File: config.mk
export PLATFORM = sky130hd
export DESIGN_NAME = spi_master
export DESIGN_NICKNAME = d
export VERILOG_FILES = /design/src/rtl/spi_master.sv
export SDC_FILE = /design/constraint.sdc
export NUM_CORES = 1
export LEC_CHECK = 0
export CORE_ASPECT_RATIO = 0.9
export CORE_UTILIZATION = 25
export DETAILED_ROUTE_END_ITERATION = 7
export PLACE_DENSITY = 0.52
export SYNTH_ARGS = -nofsm -noshare
export SYNTH_HDL_FRONTEND = slang
export SYNTH_SLANG_ARGS = --single-unit
File: constraint.sdc
create_clock -name i_clk -period 1.9 [get_ports i_clk]
set_input_delay 0.38 -clock i_clk [delete_from_list [all_inputs] [get_ports i_clk]]
set_output_delay 0.38 -clock i_clk [all_outputs]
set_load 0.005 [all_outputs]
File: src/rtl/spi_master.sv
// SPI master, mode 0 (CPOL=0, CPHA=0), MSB first: one full-duplex DATA_WIDTH-bit transfer per
// accepted start, SCLK divided from i_clk, SS_n framed with lead, lag and idle gaps.
module spi_master #(
    parameter int DATA_WIDTH = 32,
    parameter int CLK_DIV    = 4,
    parameter int SS_LEAD    = 4,
    parameter int SS_LAG     = 4,
    parameter int SS_IDLE    = 4
) (
    input  logic                  i_clk,
    input  logic                  i_rst,
    input  logic                  i_start,
    input  logic [DATA_WIDTH-1:0] i_data,
    output logic [DATA_WIDTH-1:0] o_data,
    output logic                  o_busy,
    output logic                  o_done,
    output logic                  o_sclk,
    output logic                  o_ss_n,
    output logic                  o_mosi,
    input  logic                  i_miso
);

    function automatic int max_of(input int a, input int b);
        return (a > b) ? a : b;
    endfunction

    localparam int CNT_MAX = max_of(max_of(CLK_DIV, SS_LEAD), max_of(SS_LAG, SS_IDLE));
    localparam int CNT_W   = $clog2(CNT_MAX + 1);
    localparam int BIT_W   = $clog2(DATA_WIDTH + 1);

    localparam logic [CNT_W-1:0] LEAD_LAST = CNT_W'(SS_LEAD - 1);
    localparam logic [CNT_W-1:0] DIV_LAST  = CNT_W'(CLK_DIV - 1);
    localparam logic [CNT_W-1:0] LAG_LAST  = CNT_W'(SS_LAG - 1);
    localparam logic [CNT_W-1:0] IDLE_LAST = CNT_W'(SS_IDLE - 1);
    localparam logic [BIT_W-1:0] BIT_LAST  = BIT_W'(DATA_WIDTH - 1);

    typedef enum logic [2:0] {
        ST_IDLE,
        ST_LEAD,
        ST_XFER,
        ST_TRAIL,
        ST_GAP
    } state_t;

    state_t                state_r;
    state_t                state_next_s;
    logic [CNT_W-1:0]      cnt_r;
    logic [BIT_W-1:0]      bit_cnt_r;
    logic [DATA_WIDTH-1:0] tx_sh_r;
    logic [DATA_WIDTH-1:0] rx_sh_r;
    logic [DATA_WIDTH-1:0] data_r;
    logic                  busy_r;
    logic                  done_r;
    logic                  sclk_r;
    logic                  ss_n_r;
    logic                  mosi_r;

    logic accept_s;
    logic rise_s;
    logic fall_s;
    logic last_fall_s;
    logic lag_end_s;
    logic idle_end_s;
    logic cnt_wrap_s;

    // Next-state decode; one shared counter times each phase and wraps at that phase's terminal count.
    always_comb begin
        state_next_s = state_r;
        accept_s     = 1'b0;
        rise_s       = 1'b0;
        fall_s       = 1'b0;
        last_fall_s  = 1'b0;
        lag_end_s    = 1'b0;
        idle_end_s   = 1'b0;
        cnt_wrap_s   = 1'b0;
        case (state_r)
            ST_IDLE: begin
                cnt_wrap_s = 1'b1;
                if (i_start) begin
                    accept_s     = 1'b1;
                    state_next_s = ST_LEAD;
                end else begin
                    state_next_s = ST_IDLE;
                end
            end
            ST_LEAD: begin
                if (cnt_r == LEAD_LAST) begin
                    cnt_wrap_s   = 1'b1;
                    state_next_s = ST_XFER;
                end else begin
                    state_next_s = ST_LEAD;
                end
            end
            ST_XFER: begin
                if (cnt_r == DIV_LAST) begin
                    cnt_wrap_s = 1'b1;
                    if (!sclk_r) begin
                        rise_s       = 1'b1;
                        state_next_s = ST_XFER;
                    end else if (bit_cnt_r == BIT_LAST) begin
                        fall_s       = 1'b1;
                        last_fall_s  = 1'b1;
                        state_next_s = ST_TRAIL;
                    end else begin
                        fall_s       = 1'b1;
                        state_next_s = ST_XFER;
                    end
                end else begin
                    state_next_s = ST_XFER;
                end
            end
            ST_TRAIL: begin
                if (cnt_r == LAG_LAST) begin
                    cnt_wrap_s   = 1'b1;
                    lag_end_s    = 1'b1;
                    state_next_s = ST_GAP;
                end else begin
                    state_next_s = ST_TRAIL;
                end
            end
            ST_GAP: begin
                if (cnt_r == IDLE_LAST) begin
                    cnt_wrap_s   = 1'b1;
                    idle_end_s   = 1'b1;
                    state_next_s = ST_IDLE;
                end else begin
                    state_next_s = ST_GAP;
                end
            end
            default: begin
                cnt_wrap_s   = 1'b1;
                state_next_s = ST_IDLE;
            end
        endcase
    end

    // State register.
    always_ff @(posedge i_clk) begin
        if (i_rst) begin
            state_r <= ST_IDLE;
        end else begin
            state_r <= state_next_s;
        end
    end

    // Datapath: shifters, SPI pins and status flags, all driven straight from flops.
    always_ff @(posedge i_clk) begin
        if (i_rst) begin
            cnt_r     <= {CNT_W{1'b0}};
            bit_cnt_r <= {BIT_W{1'b0}};
            tx_sh_r   <= {DATA_WIDTH{1'b0}};
            rx_sh_r   <= {DATA_WIDTH{1'b0}};
            data_r    <= {DATA_WIDTH{1'b0}};
            busy_r    <= 1'b0;
            done_r    <= 1'b0;
            sclk_r    <= 1'b0;
            ss_n_r    <= 1'b1;
            mosi_r    <= 1'b0;
        end else begin
            done_r <= 1'b0;
            cnt_r  <= cnt_wrap_s ? {CNT_W{1'b0}} : cnt_r + CNT_W'(1);
            if (accept_s) begin
                tx_sh_r   <= i_data;
                rx_sh_r   <= {DATA_WIDTH{1'b0}};
                bit_cnt_r <= {BIT_W{1'b0}};
                mosi_r    <= i_data[DATA_WIDTH-1];
                ss_n_r    <= 1'b0;
                busy_r    <= 1'b1;
            end
            // MISO is captured on the very edge that raises SCLK.
            if (rise_s) begin
                sclk_r  <= 1'b1;
                rx_sh_r <= {rx_sh_r[DATA_WIDTH-2:0], i_miso};
            end
            if (fall_s) begin
                sclk_r    <= 1'b0;
                bit_cnt_r <= bit_cnt_r + BIT_W'(1);
                tx_sh_r   <= {tx_sh_r[DATA_WIDTH-2:0], 1'b0};
                mosi_r    <= last_fall_s ? 1'b0 : tx_sh_r[DATA_WIDTH-2];
            end
            if (lag_end_s) begin
                ss_n_r <= 1'b1;
                data_r <= rx_sh_r;
                done_r <= 1'b1;
            end
            if (idle_end_s) begin
                busy_r <= 1'b0;
            end
        end
    end

    assign o_data = data_r;
    assign o_busy = busy_r;
    assign o_done = done_r;
    assign o_sclk = sclk_r;
    assign o_ss_n = ss_n_r;
    assign o_mosi = mosi_r;

endmodule

==> results.toml <==
[synth]
syn_area_um2 = 4442
ys_ff_latch = 112
yosys_warnings = 0
synth-main-ff-cell = "dfxtp_1"
synth_cell_type_count = 45
synth_nets = 497
async_reset_ff_share_pct = 0
syn_area_per_cell_um2 = 9.698
syn-instance-count = 458
ys_seq_area_share_pct = 50.48
synth_edf_count = 0

[status]
outcome = "finished, final reports clean"

[cts]
cts_post_setup_buffers_inserted = 0
cts.path.max_buffers = 2
cts_buffers = 9
cts_sinks = 112
cts_hold_buf = 0
clock_latency_ns = 0.36
cts_tree = "yes"
cts.htree.levels = 3
cts-root-buf = "clkbuf_16"
cts-resized-gates = 0
clk_pin_slew_ns = 0.08

[grt]
overflow = 0
grt_pass1_vias = 3614
grt_max_degree = 52
antenna_found_initial = 0
grt_pass1_wl_um = 18550
grt.total_usage_pct = 12.87

[floorplanning]
dieArea_um2 = 18310
die_y_um = 128.5
die_x_um = 142.5
start_util_pct = 25.95
ios = 73
num_rows = 45
core_region_area_um2 = 17120

[pwr]
vdd_drop_max_mv = 0.4164
power_density_nw_per_um2 = 803.3
power.static_leakage_nw = 1.967

[setup_path]
setup.worst_path.start = "cnt_r[0]"
rrSetupSlack_ns = 0.14
cp.arrival_ns = 2.06
timing.rr.end = "tx_sh_r[23]"
worstReg2RegStart = "cnt_r[0]"
critPathCaptureType = "flip-flop"
cp-start-kind = "flip-flop"
critical_path.max_fanout = 18
crit_type = "reg -> reg"
required_ns = 2.20
r2r_cells = 5

[finish]
final-seq-area_um2 = 2243
final_cells = 750
areaGrowthSynthToFinish_pct = 30.08
layout.nets = 549
antennaDiodeCount = 0
drive_gt1_share_pct = 13.01
multi_input_area_um2 = 1912
nFillCells = 1740
final_common_cell = "dfxtp_1"
fin_area_um2 = 5778
layout_common_cells = "111 x dfxtp_1, 71 x clkdlybuf4s50_1, 68 x a21oi_1"

[place]
hpwlAfterDp_um = 7106
io_buffer_count = 72
place_inst = 734
place_ws_ns = -0.1215
dpl_cell_area_um2 = 5483
place.gp.congestion = 0.7377

[min_path]
min_delay_path_depth = 1
min-delay-start = "cnt_r[0]"
holdPathEnd = "cnt_r[0]"
worst_hold_path_type = "reg -> reg"

[sta]
tightest_slew_ns = 0.5542
max_slew_margin_pct = 63.05
fmax_ghz = 0.5694
fin_ws_ns = 0.1436
setup-violations-final = 0
skew_ns = 0.01057
period_share_pct = 92.44
drv_slew = 0
rsz0062_at_grt = "true"
hold_violations = 0
fin_crit_ns = 1.756

[drt]
drc = 0
ant_nets = 0
wl_per_cell_um = 15.11
detail_route.first_pass.iterations = 7
drtIter0Drc = 281
dr_total_vias = 3809
vias_per_cell = 5.079
wl_um = 11340

[flow_run]
drv_cap = 0
## logic make-up (layout without fill, tap and decap cells)
group / Yosys count / count (layout) / synth area share (%)
AND/OR/NAND/NOR: 76 / 76 / 9.605
XOR/XNOR: 1 / 1 / 0.1972
buffers and inverters: 72 / 129 / 7.042
multiplexers: 2 / 2 / 0.4789
AO/OA/AOI/OAI: 192 / 192 / 31.35
adder cells (fa/ha/maj): 3 / 3 / 0.8452
flip-flops: 112 / 112 / 50.48
## final cells by class
type,instances,share of cell area [%]
clock buffers,10,4.136
clock inverters,6,0.8662
repair buffers,94,16.76
well taps,235,5.089
flip-flops and latches,112,38.83
multi-input cells,274,33.09
inverters,19,1.234
## worst max path at each step
stage | slack (ns) | endpoint
CTS | 0.10 | bit_cnt_r[5]
floorplan | 0.16 | bit_cnt_r[5]
global placement | -0.10 | tx_sh_r[30]
detailed placement | -0.12 | tx_sh_r[15]
global route | -0.004 | bit_cnt_r[3]
finish | 0.14 | tx_sh_r[23]
## stage by stage
stage / power, W / hold WS [ns] / setup TNS, ns / utilization [%]
after global routing: 0.004842 / 0.4543 / -0.009460 / 33.76
after detailed placement: 0.002839 / 0.4244 / -6.052 / 32.03
after CTS: 0.004703 / 0.4352 / 0 / 33.72
final: 0.004642 / 0.4283 / 0 / 33.76
after floorplan: 0.002677 / 0.3992 / 0 / -
after global placement: 0.002829 / 0.4069 / -4.494 / 32.03
## layer usage
layer / vias up / share of wire [%] / global-route usage (%)
met3: 9 / 4.6 / 3.498
met5: - / 0 / 0
met1: 1837 / 49 / 17.45
li1: 1836 / - / -
met2: 127 / 45 / 19.75
met4: 0 / 1.2 / 4.111
## where the power goes
part | switching [W] | leakage (nW) | internal, W
Clock | 0.000915 | 0.141 | 0.000943
Sequential | 0.0000337 | 0.910 | 0.00240
Combinational | 0.000166 | 0.916 | 0.000179
Total | 0.00112 | 1.97 | 0.00353
## state kept, by name, summed over array words and instances (netlist names)
register   count
cnt_r          3
o_mosi         1
o_ss_n         1
o_data        32
bit_cnt_r      6
rx_sh_r       32
o_done         1
tx_sh_r       31
o_sclk         1
state_r        3
o_busy         1
## cells in the mapped netlist (2+ instances only)
master    instances  area share [%]
inv_1            18             1.5
nor2b_1           2            0.28
ha_1              3            0.85
a32oi_1          15             3.0
buf_6             3            0.76
or2_2             2            0.28
nand4b_1          3            0.59
and3_1            2            0.28
a22o_1           32             6.3
nand3_1          35             3.9
buf_2            16             1.8
nor2_1            8            0.68
nand4_1           2            0.28
a21oi_1          68             7.7
o211ai_1         49             8.3
nand2b_1          2            0.28
a31oi_1           2            0.28
o221a_2          15             3.8
nor3_1            2            0.23
buf_1             7            0.59
or3_1             2            0.28
nor3b_1           2            0.34
dfxtp_1         112              50
clkbuf_1         27             2.3
nand2_1           9            0.76
## critical path, stage by stage (launching register included)
cell,delay (ns)
dfxtp_1,0.34
ha_1,0.15
ha_1,0.21
nand4bb_2,0.24
o21ai_4,0.47
o221a_2,0.29
Power figures use the tool's default switching activity.
